## src/rtl/rr_mux_arbiter.sv

```systemverilog
// Round-robin arbiter that owns the select of a shared N:1 mux.
// A grant is held until the last beat of the winner's burst or an idle timeout.
module rr_mux_arbiter #(
    parameter int N       = 16,
    parameter int RANGE   = 4,
    parameter int DATA_W  = 1,
    parameter int TIMEOUT = 8
) (
    input  logic                  clk,
    input  logic                  rst,
    input  logic [N-1:0]          req,
    input  logic [N*DATA_W-1:0]   data_in,
    input  logic [N-1:0]          last,
    input  logic                  out_ready,
    output logic [RANGE-1:0]      sel,
    output logic [N-1:0]          grant,
    output logic                  out_valid,
    output logic [DATA_W-1:0]     out_data,
    output logic                  out_last,
    output logic                  busy
);

    localparam int CW = (TIMEOUT > 0) ? $clog2(TIMEOUT + 1) : 1;

    typedef enum logic {
        IDLE,
        GRANT
    } state_t;

    state_t           state_q, state_d;
    logic [RANGE-1:0] sel_d, ptr_q, ptr_d, win, nxt;
    logic [N-1:0]     grant_d;
    logic [CW-1:0]    cnt_q, cnt_d;
    logic             found, xfer, expire;

    // First requester at or after ptr, wrapping at N (N need not be 2**RANGE)
    always_comb begin
        int idx;
        idx   = 0;
        found = 1'b0;
        win   = '0;
        for (int k = 0; k < N; k++) begin
            idx = int'(ptr_q) + k;
            if (idx >= N) idx = idx - N;
            if (!found && req[idx]) begin
                found = 1'b1;
                win   = RANGE'(idx);
            end
        end
    end

    assign nxt       = (sel == RANGE'(N - 1)) ? '0 : sel + 1'b1;
    assign busy      = (state_q == GRANT);
    assign out_valid = busy & req[sel];
    assign out_last  = busy & last[sel];
    assign out_data  = data_in[int'(sel)*DATA_W +: DATA_W];
    assign xfer      = out_valid & out_ready;
    assign expire    = (TIMEOUT != 0) && busy && !req[sel]
                       && (cnt_q == CW'(TIMEOUT - 1));

    always_comb begin
        state_d = state_q;
        sel_d   = sel;
        grant_d = grant;
        ptr_d   = ptr_q;
        cnt_d   = cnt_q;
        unique case (state_q)
            IDLE: begin
                if (found) begin
                    state_d = GRANT;
                    sel_d   = win;
                    grant_d = N'(1) << win;
                    cnt_d   = '0;
                end
            end
            GRANT: begin
                if ((xfer && out_last) || expire) begin
                    state_d = IDLE;
                    grant_d = '0;
                    ptr_d   = nxt;
                end else if (req[sel]) begin
                    cnt_d = '0;
                end else if (cnt_q != '1) begin
                    cnt_d = cnt_q + 1'b1;
                end
            end
            default: state_d = IDLE;
        endcase
    end

    always_ff @(posedge clk) begin
        if (rst) begin
            state_q <= IDLE;
            sel     <= '0;
            grant   <= '0;
            ptr_q   <= '0;
            cnt_q   <= '0;
        end else begin
            state_q <= state_d;
            sel     <= sel_d;
            grant   <= grant_d;
            ptr_q   <= ptr_d;
            cnt_q   <= cnt_d;
        end
    end

endmodule
```

## config.mk

```make
export PLATFORM = sky130hd
export DESIGN_NAME = rr_mux_arbiter
export DESIGN_NICKNAME = d
export VERILOG_FILES = /design/src/rtl/rr_mux_arbiter.sv
export SDC_FILE = /design/constraint.sdc
export NUM_CORES = 1
export LEC_CHECK = 0
export ABC_AREA = 1
export CORE_ASPECT_RATIO = 0.5
export CORE_MARGIN = 4
export CORE_UTILIZATION = 52
export DETAILED_ROUTE_END_ITERATION = 8
export PLACE_DENSITY_LB_ADDON = 0.12
export SETUP_SLACK_MARGIN = 0.4
export SKIP_CTS_REPAIR_TIMING = 1
export SYNTH_ARGS = -nofsm -noshare
export SYNTH_HDL_FRONTEND = slang
export SYNTH_SLANG_ARGS = --single-unit
```

## constraint.sdc

```tcl
create_clock -name clk -period 7.7 [get_ports clk]
set_input_delay 1.54 -clock clk [delete_from_list [all_inputs] [get_ports clk]]
set_output_delay 1.54 -clock clk [all_outputs]
set_load 0.005 [all_outputs]
```

==> load_flow_metrics.sql <==
INSERT INTO impl_metrics (metric_group, metric, value, unit) VALUES
('finish', 'finish.net_count', '744', ''),
('sta', 'worst_slew_margin_rel', '43.3', '%'),
('sta', 'finalHoldViolCount', '0', ''),
('global_route', 'grt_pass1_vias', '3912', ''),
('clock_network', 'ctsHtreeMaxLevel', '2', ''),
('worst_setup_path', 'regToRegEndpoint', 'grant[9]$_SDFFE_PP0P_', ''),
('clock_network', 'max-clock-path-buffers', '2', ''),
('sta', 'part_of_the_cycle_the_worst_path_needs', '63.6', '%'),
('clock_network', 'tritoncts_num_sinks', '29', ''),
('synthesis', 'async_flop_share', '0', '%'),
('clock_network', 'clockRootBuffer', 'clkbuf_16', ''),
('floorplanning', 'die-width', '125', 'µm'),
('worst_setup_path', 'setup.worst_path.start', 'ptr_q[1]$_SDFFE_PP0P_', ''),
('clock_network', 'clk_pin_slew_worst_paths', '0.05', 'ns'),
('sta', 'setup-violations-final', '0', ''),
('finish', 'mostFrequentLayoutCell', 'nand2_1', ''),
('sta', 'timing_worst_slew_pin_value', '0.849', 'ns'),
('sta', 'totalNegativeSetupSlack', '0', 'ns'),
('synthesis', 'ys_warn_count', '0', ''),
('floorplanning', 'floorplan.core_area', '6330', 'µm²'),
('worst_setup_path', 'critPathMaxFanout', '17', ''),
('synthesis', 'post_synth_inst_count', '625', ''),
('worst_setup_path', 'cp_cell_sequence', 'buf_4 > inv_1 > ha_1 > inv_1 > nand3_1 > nand3_1 > nand2_1 > nand2_1 > nand2_2 > nor2_4 > nand4_2 > nor2_4 > nand4_4 > nor2_4 > nand2_1 > clkinv_1 > nand2_1 > o21ai_1 > nand3_1 > o21ai_1 > nand2_1 > nor2_1 > nand4_1 > a21oi_1', ''),
('finish', 'layout_common_cells', '171 x nand2_1, 113 x nand3_1, 74 x clkdlybuf4s50_1', ''),
('sta', 'post-route-worst-setup-slack', '2.80', 'ns'),
('detailed_routing', 'avgViaCountPerCell', '5.72', ''),
('power_and_ir_drop', 'power.density_cell_area', '264', 'nW/µm²'),
('detailed_routing', 'drtIter0Drc', '414', ''),
('worst_setup_path', 'end_point_of_the_critical_path', 'grant[9]$_SDFFE_PP0P_', ''),
('worst_setup_path', 'cp_data_arrival_time', '5.09', 'ns'),
('floorplanning', 'ios', '75', ''),
('detailed_routing', 'drtAntennaViolNets', '0', ''),
('sta', 'maxClockFrequency', '0.204', 'GHz'),
('worst_hold_path', 'worst_hold_path_type', 'flip-flop to flip-flop', ''),
('finish', 'final_layout_size_suffix_gt1_share', '6.42', '%'),
('detailed_routing', 'routed_wirelength', '11100', 'µm'),
('power_and_ir_drop', 'ir_drop', '0.000148', 'V'),
('finish', 'antenna_cells_inserted', '0', ''),
('flow_run', 'max_cap_violations', '0', ''),
('worst_setup_path', 'regToRegSetupSlack', '2.80', 'ns'),
('worst_setup_path', 'timing.critical_path.slowest_cell_delay', '0.53', 'ns'),
('sta', 'fin_crit', '4.90', 'ns'),
('worst_setup_path', 'critical_path.startpoint_type', 'flip-flop', ''),
('synthesis', 'synth_area_per_cell', '5.66', 'µm²'),
('synthesis', 'yosysUniqueCellTypes', '41', ''),
('floorplanning', 'chipHeight', '66.3', 'µm'),
('worst_setup_path', 'worst_path_dominant_cell_family', 'simple AND/OR/NAND/NOR gates', ''),
('outcome', 'outcome', 'finished clean', ''),
('worst_setup_path', 'critical_path.n_buffers_inverters', '4', ''),
('synthesis', 'dominantRegCellSynth', 'dfxtp_1', ''),
('worst_setup_path', 'cp_slowest_cell', 'ha_1', ''),
('detailed_routing', 'dr.pass1.iters', '6', ''),
('worst_setup_path', 'critical_path_class', 'flip-flop to flip-flop', ''),
('placed_design', 'place.gp.congestion', '0.972', ''),
('placed_design', 'port_buffers', '74', ''),
('detailed_routing', 'detail_route.drc_violations', '0', ''),
('clock_network', 'clock_insertion_delay_worst_skew', '0.27', 'ns'),
('global_route', 'global_route.usage.total', '26.8', '%'),
('worst_setup_path', 'r2r.worst_path.cells', '24', ''),
('synthesis', 'syn_area', '3540', 'µm²'),
('floorplanning', 'rows', '20', ''),
('sta', 'timing.final.max_slew_violations', '0', ''),
('synthesis', 'postSynthNetCount', '685', ''),
('floorplanning', 'die_area', '8270', 'µm²'),
('detailed_routing', 'drt-wirelength-per-cell', '14.4', 'µm'),
('worst_setup_path', 'worst-path-stages', '24', ''),
('worst_setup_path', 'reg2reg_from', 'ptr_q[1]$_SDFFE_PP0P_', ''),
('global_route', 'grt_start_max_net_pins', '29', ''),
('synthesis', 'sequential_cell_area_fraction_in_the_yosys_report', '16.4', '%'),
('synthesis', 'synth-seq-cells', '29', ''),
('sta', 'finClkSkew', '0.00298', 'ns');
==> how the worst min path moves through the flow <==
stage                      startpoint                      to  slack [ns]  cells past startpoint
2_1_floorplan   cnt_q[2]$_SDFFE_PP0P_   cnt_q[2]$_SDFFE_PP0P_        0.46                      2
3_3_place_gp   grant[15]$_SDFFE_PP0P_  grant[15]$_SDFFE_PP0P_        0.45                      2
3_5_place_dp    grant[6]$_SDFFE_PP0P_   grant[6]$_SDFFE_PP0P_        0.46                      2
4_1_cts         grant[6]$_SDFFE_PP0P_   grant[6]$_SDFFE_PP0P_        0.47                      2
5_1_grt         grant[3]$_SDFFE_PP0P_   grant[3]$_SDFFE_PP0P_        0.50                      2
6_report        grant[6]$_SDFFE_PP0P_   grant[6]$_SDFFE_PP0P_        0.46                      2
==> where the power goes <==
group / switching [µW] / total, µW / internal, µW
registers: 32.4 / 205 / 173
clock network: 67.4 / 228 / 161
logic: 490 / 745 / 254
total: 590 / 1180 / 588
==> per-stage QoR <==
stage / instances / utilization, % / instance area, µm² / total power [µW] / hold slack [ns]
2_1_floorplan: 625 / - / 3540 / 720 / 0.458
3_3_place_gp: 765 / 67.7 / 4290 / 922 / 0.454
3_5_place_dp: 765 / 67.7 / 4290 / 930 / 0.458
4_1_cts: 773 / 70.5 / 4460 / 1160 / 0.467
5_1_grt: 773 / 70.5 / 4460 / 1270 / 0.495
6_report: 773 / 70.5 / 4460 / 1180 / 0.464
==> worst register-to-register path: stages (launching register included) <==
cell and delay (ns):
dfxtp_1 0.29, buf_4 0.19, inv_1 0.51, ha_1 0.54, inv_1 0.47, nand3_1 0.21
nand3_1 0.17, nand2_1 0.09, nand2_1 0.09, nand2_2 0.11, nor2_4 0.17, nand4_2 0.14
nor2_4 0.17, nand4_4 0.14, nor2_4 0.17, nand2_1 0.14, clkinv_1 0.08, nand2_1 0.06
o21ai_1 0.13, nand3_1 0.11, o21ai_1 0.16, nand2_1 0.17, nor2_1 0.22, nand4_1 0.14
a21oi_1 0.16
==> layer usage <==
metal	wire [µm]	global-route usage, %	vias up
li1	-	-	2206
met3	961	4.27	16
met4	102	5.05	0
met2	4830	44.3	227
met1	5240	37.2	1976
met5	0	0	-
==> synth_stat cells, types with 2 or more instances <==
cell type / count / area share [%]
ha_1: 9 / 3.2
mux2i_1: 6 / 1.7
xor2_1: 8 / 2.0
nand4_4: 2 / 1.2
xnor2_1: 2 / 0.49
o32ai_1: 6 / 1.5
nor2_1: 68 / 7.2
buf_2: 7 / 0.99
nand3_2: 2 / 0.57
nand3_1: 113 / 16
a21oi_1: 31 / 4.4
inv_2: 6 / 0.64
nand4_1: 18 / 3.2
buf_4: 4 / 0.85
buf_1: 2 / 0.21
o221ai_1: 6 / 1.5
nor2_4: 5 / 1.6
nor3_1: 2 / 0.28
inv_1: 53 / 5.6
dfxtp_1: 29 / 16
clkbuf_1: 11 / 1.2
nand2_2: 8 / 1.4
xor2_2: 2 / 0.92
nand2_1: 171 / 18
clkinv_1: 4 / 0.42
a22o_1: 2 / 0.49
o21ai_1: 7 / 0.99
o21ai_0: 28 / 4.0
==> logic make-up (layout without fill, tap and decap cells) <==
kind of cell / after synthesis / count (layout) / share of synthesized area (%)
XOR/XNOR: 12 / 12 / 3.39
multiplexers: 6 / 6 / 1.70
AND/OR/NAND/NOR: 395 / 395 / 51.0
flip-flops: 29 / 29 / 16.4
adder cells (fa/ha/maj): 9 / 9 / 3.18
buffers and inverters: 89 / 149 / 10.4
AO/OA/AOI/OAI: 85 / 85 / 13.9
==> flip-flops by register name, summed over array words and instances (netlist names) <==
register	cells
ptr_q	4
busy	1
cnt_q	4
sel	4
grant	16
==> area by class of cell <==
| cell class | count | area [µm²] | area share (%) |
|---|---|---|---|
| clock buffer | 6 | 139 | 3.11 |
| sequential | 29 | 581 | 13.0 |
| clock inverter | 2 | 37.5 | 0.841 |
| multi-input combinational | 507 | 2590 | 58.0 |
| tap | 88 | 110 | 2.47 |
| timing repair buffer | 77 | 763 | 17.1 |
| inverter | 64 | 243 | 5.44 |
(Power assumes the default switching activity.)
